==> src/rtl/phy_pkg.sv <==
// Shared receive-PHY definitions: comma symbol, lane count and the alignment FSM states.
package phy_pkg;

  localparam logic [7:0] COM_SYM = 8'hBC;
  localparam int         LANES   = 4;

  typedef enum logic [1:0] {
    SEARCH = 2'd0,
    ALIGN  = 2'd1,
    ACTIVE = 2'd2
  } rx_state_e;

endpackage

==> src/rtl/serial_byte_aligner.sv <==
// Serial-to-byte front end: hunts for COM on any bit, confirms BC_NEEDED spaced COMs,
// then strobes one byte per 8 bits forever (no realignment once active).
module serial_byte_aligner
  import phy_pkg::*;
#(
  parameter int BC_NEEDED = 4
) (
  input  logic       clk_32f,
  input  logic       rst,
  input  logic       data_in,
  output logic [7:0] byte_now,
  output logic       byte_stb,
  output logic       lock_stb,
  output logic       active
);

  rx_state_e  r_state;
  logic [6:0] r_sr;
  logic [2:0] r_bit_cnt;
  logic [3:0] r_com_cnt;
  logic       w_is_com;
  logic       w_boundary;

  assign byte_now   = {r_sr, data_in};
  assign w_is_com   = (byte_now == COM_SYM);
  assign w_boundary = (r_bit_cnt == 3'd7);
  assign byte_stb   = (r_state == ACTIVE) && w_boundary;
  assign active     = (r_state == ACTIVE);

  // Combinational so the top can raise idle on the very edge the lock happens.
  always_comb begin
    lock_stb = 1'b0;
    case (r_state)
      SEARCH:  lock_stb = w_is_com && (BC_NEEDED == 1);
      ALIGN:   lock_stb = w_boundary && w_is_com && ((r_com_cnt + 4'd1) == 4'(BC_NEEDED));
      default: lock_stb = 1'b0;
    endcase
  end

  always_ff @(posedge clk_32f or negedge rst) begin
    if (!rst) begin
      r_state   <= SEARCH;
      r_sr      <= '0;
      r_bit_cnt <= '0;
      r_com_cnt <= '0;
    end else begin
      r_sr      <= byte_now[6:0];
      r_bit_cnt <= r_bit_cnt + 3'd1;
      case (r_state)
        SEARCH: begin
          if (w_is_com) begin
            r_bit_cnt <= '0;
            r_com_cnt <= 4'd1;
            r_state   <= lock_stb ? ACTIVE : ALIGN;
          end
        end
        ALIGN: begin
          if (w_boundary) begin
            if (!w_is_com) begin
              r_state   <= SEARCH;
              r_com_cnt <= '0;
            end else begin
              r_com_cnt <= r_com_cnt + 4'd1;
              if (lock_stb) r_state <= ACTIVE;
            end
          end
        end
        default: ;
      endcase
    end
  end

endmodule

==> src/rtl/rx_serial_unstriper.sv <==
// Receive unstriper: aligned bytes are dealt round-robin onto 4 lanes and published
// as a whole word on the lane-3 byte; COM bytes mark idle and abort partial words.
module rx_serial_unstriper
  import phy_pkg::*;
#(
  parameter int BC_NEEDED = 4
) (
  input  logic       clk_32f,
  input  logic       rst,
  input  logic       data_in,
  output logic [7:0] out0,
  output logic [7:0] out1,
  output logic [7:0] out2,
  output logic [7:0] out3,
  output logic       valid_out0,
  output logic       valid_out1,
  output logic       valid_out2,
  output logic       valid_out3,
  output logic       active,
  output logic       idle_out,
  output logic       err_partial
);

  localparam int PTR_W = $clog2(LANES);

  logic [7:0]                  w_byte;
  logic                        w_stb;
  logic                        w_lock;
  logic [PTR_W-1:0]            r_ptr;
  logic [LANES-2:0][7:0]       r_lane;
  logic [LANES-1:0][7:0]       r_out;
  logic                        r_valid;
  logic                        r_idle;
  logic                        r_err;

  serial_byte_aligner #(.BC_NEEDED(BC_NEEDED)) u_align (
    .clk_32f  (clk_32f),
    .rst      (rst),
    .data_in  (data_in),
    .byte_now (w_byte),
    .byte_stb (w_stb),
    .lock_stb (w_lock),
    .active   (active)
  );

  always_ff @(posedge clk_32f or negedge rst) begin
    if (!rst) begin
      r_ptr   <= '0;
      r_lane  <= '0;
      r_out   <= '0;
      r_valid <= 1'b0;
      r_idle  <= 1'b0;
      r_err   <= 1'b0;
    end else if (w_lock) begin
      r_idle <= 1'b1;
    end else if (w_stb) begin
      if (w_byte == COM_SYM) begin
        r_idle  <= 1'b1;
        r_valid <= 1'b0;
        r_ptr   <= '0;
        if (r_ptr != '0) r_err <= 1'b1;
      end else begin
        r_idle <= 1'b0;
        // Last lane byte goes straight to the output alongside the held lanes.
        if (r_ptr == PTR_W'(LANES-1)) begin
          r_out   <= {r_lane[0], r_lane[1], r_lane[2], w_byte};
          r_valid <= 1'b1;
          r_ptr   <= '0;
        end else begin
          r_lane[r_ptr] <= w_byte;
          r_ptr         <= r_ptr + 1'b1;
        end
      end
    end
  end

  assign out0        = r_out[3];
  assign out1        = r_out[2];
  assign out2        = r_out[1];
  assign out3        = r_out[0];
  assign valid_out0  = r_valid;
  assign valid_out1  = r_valid;
  assign valid_out2  = r_valid;
  assign valid_out3  = r_valid;
  assign idle_out    = r_idle;
  assign err_partial = r_err;

endmodule

==> config.mk <==
export PLATFORM = sky130hd
export DESIGN_NAME = rx_serial_unstriper
export DESIGN_NICKNAME = d
export VERILOG_FILES = /design/src/rtl/phy_pkg.sv /design/src/rtl/serial_byte_aligner.sv /design/src/rtl/rx_serial_unstriper.sv
export SDC_FILE = /design/constraint.sdc
export NUM_CORES = 1
export LEC_CHECK = 0
export BUFFER_PORTS_ARGS = -buffer_cell sky130_fd_sc_hd__clkbuf_2
export CAP_MARGIN = 20
export CORE_AREA = 3 3 82 84
export CTS_BUF_LIST = sky130_fd_sc_hd__clkbuf_4 sky130_fd_sc_hd__clkbuf_8
export DETAILED_ROUTE_END_ITERATION = 10
export DIE_AREA = 0 0 85 87
export HOLD_SLACK_MARGIN = 0.05
export PLACE_DENSITY = 0.85
export SETUP_SLACK_MARGIN = 0.1
export SYNTH_ARGS = -nofsm -noshare
export SYNTH_HDL_FRONTEND = slang
export SYNTH_SLANG_ARGS = --single-unit
==> constraint.sdc <==
create_clock -name clk_32f -period 2.7 [get_ports clk_32f]
set_input_delay 0.54 -clock clk_32f [delete_from_list [all_inputs] [get_ports clk_32f]]
set_output_delay 0.54 -clock clk_32f [all_outputs]
set_load 0.02 [all_outputs]
==> qor.yml, run 1 <==
outcome: "completed"
seq_area_frac_synth_pct: 58.3
drv_slew: 0
hold_viol: 0
power_uw: 2130
grtUsageTotal_pct: 16.8
cts_buffer_depth: 2
finalNetCount: 272
final_util_pct: 62.5
clk_pin_slew_ps: 80
cts_resized: 0
start_util_pct: 55.2
fin_setup_tns_ps: 0
htreeDepth: 3
final_common_cell: "dfrtp_1"
fmax_mhz: 470
num_rows: 28
cts_tree: "yes"
drtAntennaViolNets: 0
grt_pass1_wl_mm: 9.57
drv_cap: 0
syn_area_mm2: 0.00331
cp_max_fo: 32
routedWlPerCell_um: 16.3
holdBufCountCts: 0
die_w_um: 85
dr_total_vias: 1800
setup_slack_ps: 572
rsz0062_at_grt: "no"
preCtsSetupSlack_ps: 566
synth_fp_nets: 229
seq_area_mm2: 0.00193
vdd_drop_max_v: 0.000361
period_share_pct: 78.8
dp_hpwl_mm: 3.75
port-buffer-count: 41
final_cell_mix: "77 x dfrtp_1, 40 x clkbuf_2, 31 x mux2_1, 24 x mux2_4, 10 x clkbuf_8"
post_cts_buffers: 0
cts.sinks: 77
insertion_delay_ps: 350
via_per_inst: 5.29
clock_skew_ps: 11.9
die_h_um: 87
worst-slew-pin-transition_ps: 918
p_leak_uw: 0.00199
crit_required_ps: 2920
io_pins: 42
multi_input_area_mm2: 0.00128
critPathLaunchType: "register"
synth_area_per_cell_um2: 15.2
cts-buffers-inserted: 9
drt_pass1_iterations: 4
routed_wirelength_mm: 5.56
synthCells: 218
ys_ff_latch: 77
synthToLayoutAreaGrowth_pct: 13.2
critPathArrivalTime_ps: 2350
dpl_cell_area_mm2: 0.00355
drtIter0Drc: 89
critPathKind: "reg -> reg"
grt_start_max_net_pins: 78
fillCellCount: 432
worst_setup_path_end_kind: "register"
hold_class: "in -> async"
drc_errors: 0
relSlewSlack_pct: 38.8
layout_min_cycle_time_ps: 2130
drive_gt1_share_pct: 34.7
die_area_mm2: 0.00740
grt_overflow: 0
gp_congestion: 0.780
synth_cell_types: 42
setup_violations: 0
stdcell_area_mm2: 0.00374
yosysWarnings: 0
diodes: 0
antenna_found_initial: 0
core_mm2: 0.00599
grt_pass1_vias: 1864
cellPowerDensity_mw_per_mm2: 570
root_buffer: "clkbuf_8"
## through the flow
step / hold WS [ps] / instances
2_1_floorplan: 244 / 218
3_3_place_gp: 421 / 325
3_5_place_dp: 447 / 325
4_1_cts: 358 / 340
5_1_grt: 361 / 340
6_report: 336 / 340
## synthesized netlist by cell type
| master | number | area (um2) |
|---|---|---|
| buf_4 | 3 | 22.5 |
| a211o_1 | 1 | 8.76 |
| o21ai_0 | 3 | 15.0 |
| inv_1 | 5 | 18.8 |
| o21a_1 | 1 | 7.51 |
| mux2_1 | 31 | 349 |
| clkbuf_1 | 1 | 3.75 |
| o41ai_2 | 1 | 16.3 |
| nand2b_1 | 2 | 12.5 |
| a22o_1 | 3 | 26.3 |
| ha_1 | 8 | 100 |
| a32o_1 | 1 | 10.0 |
| and3b_1 | 1 | 8.76 |
| nor2_4 | 1 | 11.3 |
| buf_2 | 2 | 10.0 |
| o21bai_1 | 1 | 7.51 |
| nor2_2 | 2 | 12.5 |
| and3_1 | 2 | 12.5 |
| and4b_1 | 1 | 10.0 |
| nor2b_1 | 5 | 31.3 |
| or2_1 | 1 | 6.26 |
| dfrtp_1 | 77 | 1930 |
| a21oi_1 | 2 | 10.0 |
| xnor2_1 | 1 | 8.76 |
| o21ai_1 | 1 | 5.00 |
| o22a_1 | 1 | 8.76 |
| a31o_2 | 1 | 8.76 |
| o31ai_1 | 3 | 22.5 |
| mux2_4 | 24 | 360 |
| or3b_2 | 1 | 8.76 |
| nor4_1 | 2 | 12.5 |
| nand4bb_4 | 1 | 27.5 |
| nand3_1 | 1 | 5.00 |
| buf_6 | 4 | 45.0 |
| nand4b_2 | 1 | 15.0 |
| a311o_1 | 1 | 10.0 |
| or3_1 | 1 | 6.26 |
| nand3b_1 | 1 | 7.51 |
| nor3_1 | 3 | 15.0 |
| nand2_1 | 9 | 33.8 |
| nor2_1 | 4 | 15.0 |
| nand3_4 | 3 | 52.6 |
## routing by layer
layer	track usage (%)	share of wire (%)	up-vias	routed length, um
met5	0	0	-	0
met4	4.75	0.95	0	53
met3	6.43	4.4	7	242
met2	26.8	48	34	2690
met1	21.6	46	900	2570
li1	-	-	859	-
## cells by family (layout without fill, tap and decap cells)
family | count (synthesis) | in the layout | share of synthesized area, %
DFF | 77 | 77 | 58.3
muxes | 55 | 55 | 21.5
and+or+nand+nor | 42 | 42 | 9.20
AOI/OAI and AO/OA | 20 | 20 | 4.73
buffers and inverters | 15 | 62 | 3.03
adders and majority gates | 8 | 8 | 3.03
xor gates and xnor gates | 1 | 1 | 0.265
## final timing paths
kind                                      start              endpoint  slack (ps)  cells after the start
setup / recovery           u_align.r_bit_cnt[0]               out1[0]         570                      7
hold / removal                              rst               out0[4]         340                      1
setup reg to reg           u_align.r_bit_cnt[0]               out1[0]         570                      7
hold reg to reg            u_align.r_bit_cnt[0]  u_align.r_bit_cnt[0]         450                      1
max in group asynchronous                   rst            valid_out0        1780                      1
min in group clk_32f                    data_in       u_align.r_sr[0]         380                      1
## flip-flops by register name, indices dropped and copies added (netlist names)
name               cells
err_partial            1
out2                   8
out3                   8
u_align.r_state        2
valid_out0             1
out0                   8
out1                   8
u_align.r_bit_cnt      3
r_lane                24
u_align.r_com_cnt      4
idle_out               1
r_ptr                  2
u_align.r_sr           7
## worst max-delay path: stages, from the launching register on
cell and delay, ps:
dfrtp_1 360, ha_1 150, ha_1 370, and3b_1 270, nand2_1 110, nor2_2 150, buf_12 230, mux2_1 360
## area by class of cell
class | instances | area share, %
Multi-Input combinational cell | 126 | 34.2
Tap cell | 75 | 2.51
Inverter | 5 | 0.502
Sequential cell | 77 | 51.5
Clock inverter | 5 | 1.57
Timing Repair Buffer | 42 | 6.08
Clock buffer | 10 | 3.68
## report_power, final
group          switching [uW]  internal, uW  total (uW)
clock network             410           448         858
logic                    42.1          25.8        67.9
registers                27.2          1180        1210
No activity file was read; power rests on OpenSTA's default activity.
==> run 2: changes to the inputs <==
- ABC_AREA: unset -> 1
- CORE_AREA: 3 3 82 84 -> 3 3 84 86
- DIE_AREA: 0 0 85 87 -> 0 0 87 89
- PLACE_DENSITY: 0.85 -> 0.86
- clock period: 2.7 -> 1.8 ns (I/O delays scaled with it)
==> run 2 against run 1 <==
Compared with the run above:
- clock skew is 3.1 ps higher
- utilization is 2.0 points lower
- global-route usage is 0.12 points lower
- wire length is 3.7% higher
- via count is 23% higher
- count of clock-buffer cells in the layout is 1 lower
- non-clock buffer count is 5 higher
- combinational power grew to 4.5 times the previous value
- total power is 58% higher
- worst hold slack worse by 170 ps
- synthesized cell count is 50% higher
- largest power group unchanged
==> qor.yml, run 2 <==
path_delay_family: "adder cells"
holdPathEnd: "u_align.r_sr[0]"
insertion_delay_ps: 360  # about the same
cts_tree: "yes"
p_comb_share_pct: 9.0  # +5.8 points
syn_area_mm2: 0.00342  # +3.6%
synth_common_cells: "77 x dfrtp_1, 68 x nand2_1, 44 x inv_1"
final_cell_count_no_fill: 454  # +34%
synth_ff_type: "dfrtp_1"
drtAntennaViolNets: 0  # unchanged
crit_top_cell: "ha_1"
synth_fa_ha_area_share_pct: 2.92  # -0.10 points
diodes: 0  # unchanged
drtIter0Drc: 151  # +70%
gp_congestion: 0.835  # +7.1%
synth_edf_count: 0  # unchanged
critPathSlowestCell: "dfrtp_1"
yosysMostFrequentCell: "dfrtp_1"
rr_worst_depth: 8  # +1
cts-buffers-inserted: 9  # unchanged
routed_wirelength_mm: 5.76  # +3.7%
worst_setup_path_end_kind: "register"
worstPathCellList: "ha_1, ha_1, nand2_4, clkinv_8, nand3_4, buf_12, nand2_1, o21ai_2"
critPathArrivalTime_ps: 1870  # -480 ps
drive_gt1_share_pct: 32.4  # -2.4 points
synthArstFlopShare_pct: 100  # unchanged
cp_max_fo: 25  # -22%
cellPowerDensity_mw_per_mm2: 880  # +54%
whs_path_depth: 1
htreeDepth: 3  # unchanged
ys_ff_latch: 77  # unchanged
root_buffer: "clkbuf_8"
synth_top_area_share_pct: 56.3  # -2.0 points
yosysWarnings: 0  # unchanged
fillCellCount: 507  # +17%
critPathKind: "reg -> reg"
swShare_pct: 27.7  # +5.2 points
hold_class: "in -> reg"
routedWlPerCell_um: 12.7  # -22%
die_w_um: 87  # +2.4%
vdd_drop_max_v: 0.000709  # +96%
yosys-top-cells-area: "dfrtp_1 56%, nand2_1 7.5%, o21ai_2 6.7%"
p_leak_uw: 0.00200  # +0.13%
min_from: "data_in"
synth_fp_nets: 338  # +48%
die_area_mm2: 0.00774  # +4.7%
via_per_inst: 4.86  # -8.3%
antenna_found_initial: 0  # unchanged
finalNetCount: 383  # +41%
synth_top_family_by_area: "simple AND/OR/NAND/NOR gates"
dr_total_vias: 2205  # +23%
drv_slew: 0  # unchanged
period_share_pct: 88.0  # +9.1 points
final_common_cell: "dfrtp_1"
grtUsageTotal_pct: 16.7  # -0.12 points
synth_xor_area_share_pct: 0  # -0.26 points
worst-slew-pin-transition_ps: 390  # -528 ps
p_sw_uw: 937  # +95%
drc_errors: 0  # unchanged
grt_pass1_wl_mm: 9.80  # +2.4%
drv_cap: 0  # unchanged
rrSetupSlack_ps: 220  # -360 ps
setup_violations: 0  # unchanged
synth_cell_types: 26  # -38%
rsz0062_at_grt: "no"
cp_slowest_stage_delay_ps: 380  # about the same
startpoint: "u_align.r_bit_cnt[0]"
die_h_um: 89  # +2.3%
dp_cells: 436  # +34%
drt_pass1_iterations: 4  # unchanged
dp_hpwl_mm: 3.96  # +5.5%
r2r-end: "out0[7]"
synth_compound_area_share_pct: 12.3  # +7.5 points
layout_min_cycle_time_ps: 1580  # -545 ps
grt_start_max_net_pins: 78  # unchanged
synth_top_cell_by_area: "dfrtp_1"
relSlewSlack_pct: 74.0  # +35 points
grt_overflow: 0  # unchanged
num_rows: 29  # +3.6%
final_cell_mix: "77 x dfrtp_1, 68 x nand2_1, 44 x inv_1, 40 x clkbuf_2, 30 x o21ai_0"
crit_required_ps: 2090  # -830 ps
port-buffer-count: 41  # unchanged
fmax_mhz: 632  # +34%
power_frac_seq_pct: 55.6  # -1.0 points
io_pins: 42  # unchanged
power.share.clock_pct: 35.4  # -4.9 points
critPathLaunchType: "register"
outcome: "completed"
power.internal_uw: 2440  # +48%
fin_setup_tns_ps: 0  # unchanged
cts.sinks: 77  # unchanged
synthMuxAreaShare_pct: 0  # -21 points
clock_skew_ps: 15.0  # +3.12 ps
cp.depth: 8  # +1
synthCells: 327  # +50%
synth_area_per_cell_um2: 10.5  # -31%
clk_pin_slew_ps: 80  # about the same
largest_register_ffs: 24  # unchanged
grt_pass1_vias: 2123  # +14%
start_util_pct: 53.9  # -1.3 points
seq_area_frac_synth_pct: 56.3  # -2.0 points
cts_buffer_depth: 2  # unchanged
hold_viol: 0  # unchanged
worst-path-buf-inv: 2  # +1
core_mm2: 0.00635  # +6.0%
synthSimpleGateAreaFrac_pct: 17.8  # +8.6 points
timing.rr.start: "u_align.r_bit_cnt[0]"
synthToLayoutAreaGrowth_pct: 12.2
top_register: "r_lane"
[run 2: worst reg2reg max path, cell delays in order (launching register included)]
cell	delay, ps
dfrtp_1	380
ha_1	200
ha_1	230
nand2_4	130
clkinv_8	90
nand3_4	140
buf_12	190
nand2_1	90
o21ai_2	60
[run 2: power by group through the flow]
stage | registers, uW | logic, uW | clock network, uW
3_3_place_gp | 1910 | 301 | 0
4_1_cts | 1880 | 311 | 1230
5_1_grt | 1890 | 343 | 1300
2_1_floorplan | 1970 | 128 | 0
3_5_place_dp | 1910 | 309 | 0
6_report | 1880 | 303 | 1200
[run 2: worst max-delay path by stage]
| stage | end | slack, ps |
|---|---|---|
| floorplan | out0[5] | 280 |
| global placement | out0[1] | 210 |
| detailed placement | out0[2] | 170 |
| CTS | out0[2] | 150 |
| global route | out2[2] | 100 |
| finish | out0[7] | 220 |
[run 2: cell type report]
| cell class | instances | area [um2] | area share (%) |
|---|---|---|---|
| tap | 77 | 96.3 | 2.51 |
| clock inverter | 7 | 57.6 | 1.50 |
| inverter | 49 | 196 | 5.12 |
| timing repair buffer | 47 | 310 | 8.08 |
| clock buffer | 9 | 124 | 3.23 |
| sequential | 77 | 1930 | 50.2 |
| multi-input combinational | 188 | 1130 | 29.4 |
[run 2: cell families (layout without fill, tap and decap cells)]
logic type	after synthesis	after routing
AOI/OAI and AO/OA	64	64
adders and majority gates	8	8
buffers and inverters	62	112
DFF	77	77
and+or+nand+nor	116	116
[run 2: metal layers]
layer / share of wire, % / track usage, %
met1: 45 / 20.4
met3: 4.4 / 5.62
met5: 0 / 0
met2: 49 / 27.3
met4: 1.7 / 6.94
[run 2: stage by stage]
step / hold WS, ps / total power [uW] / worst slack (ps) / instance area, um2 / utilization, %
after floorplan: 64.4 / 2100 / 282 / 3420 / -
after global placement: 375 / 2210 / 213 / 3620 / 57.1
after detailed placement: 384 / 2220 / 168 / 3620 / 57.1
after CTS: 151 / 3420 / 151 / 3810 / 60.1
after global routing: 150 / 3540 / 104 / 3840 / 60.5
final: 170 / 3380 / 217 / 3840 / 60.5
[run 2: what timing repair did]
| action | 4_1_cts | 5_1_grt |
|---|---|---|
| buffers inserted | 0 | 0 |
| hold buffers | 1 | 0 |
| gates resized for setup | 0 | 0 |
| setup endpoints to repair | 0 | 9 |
| endpoints found under the hold margin | 77 | 0 |
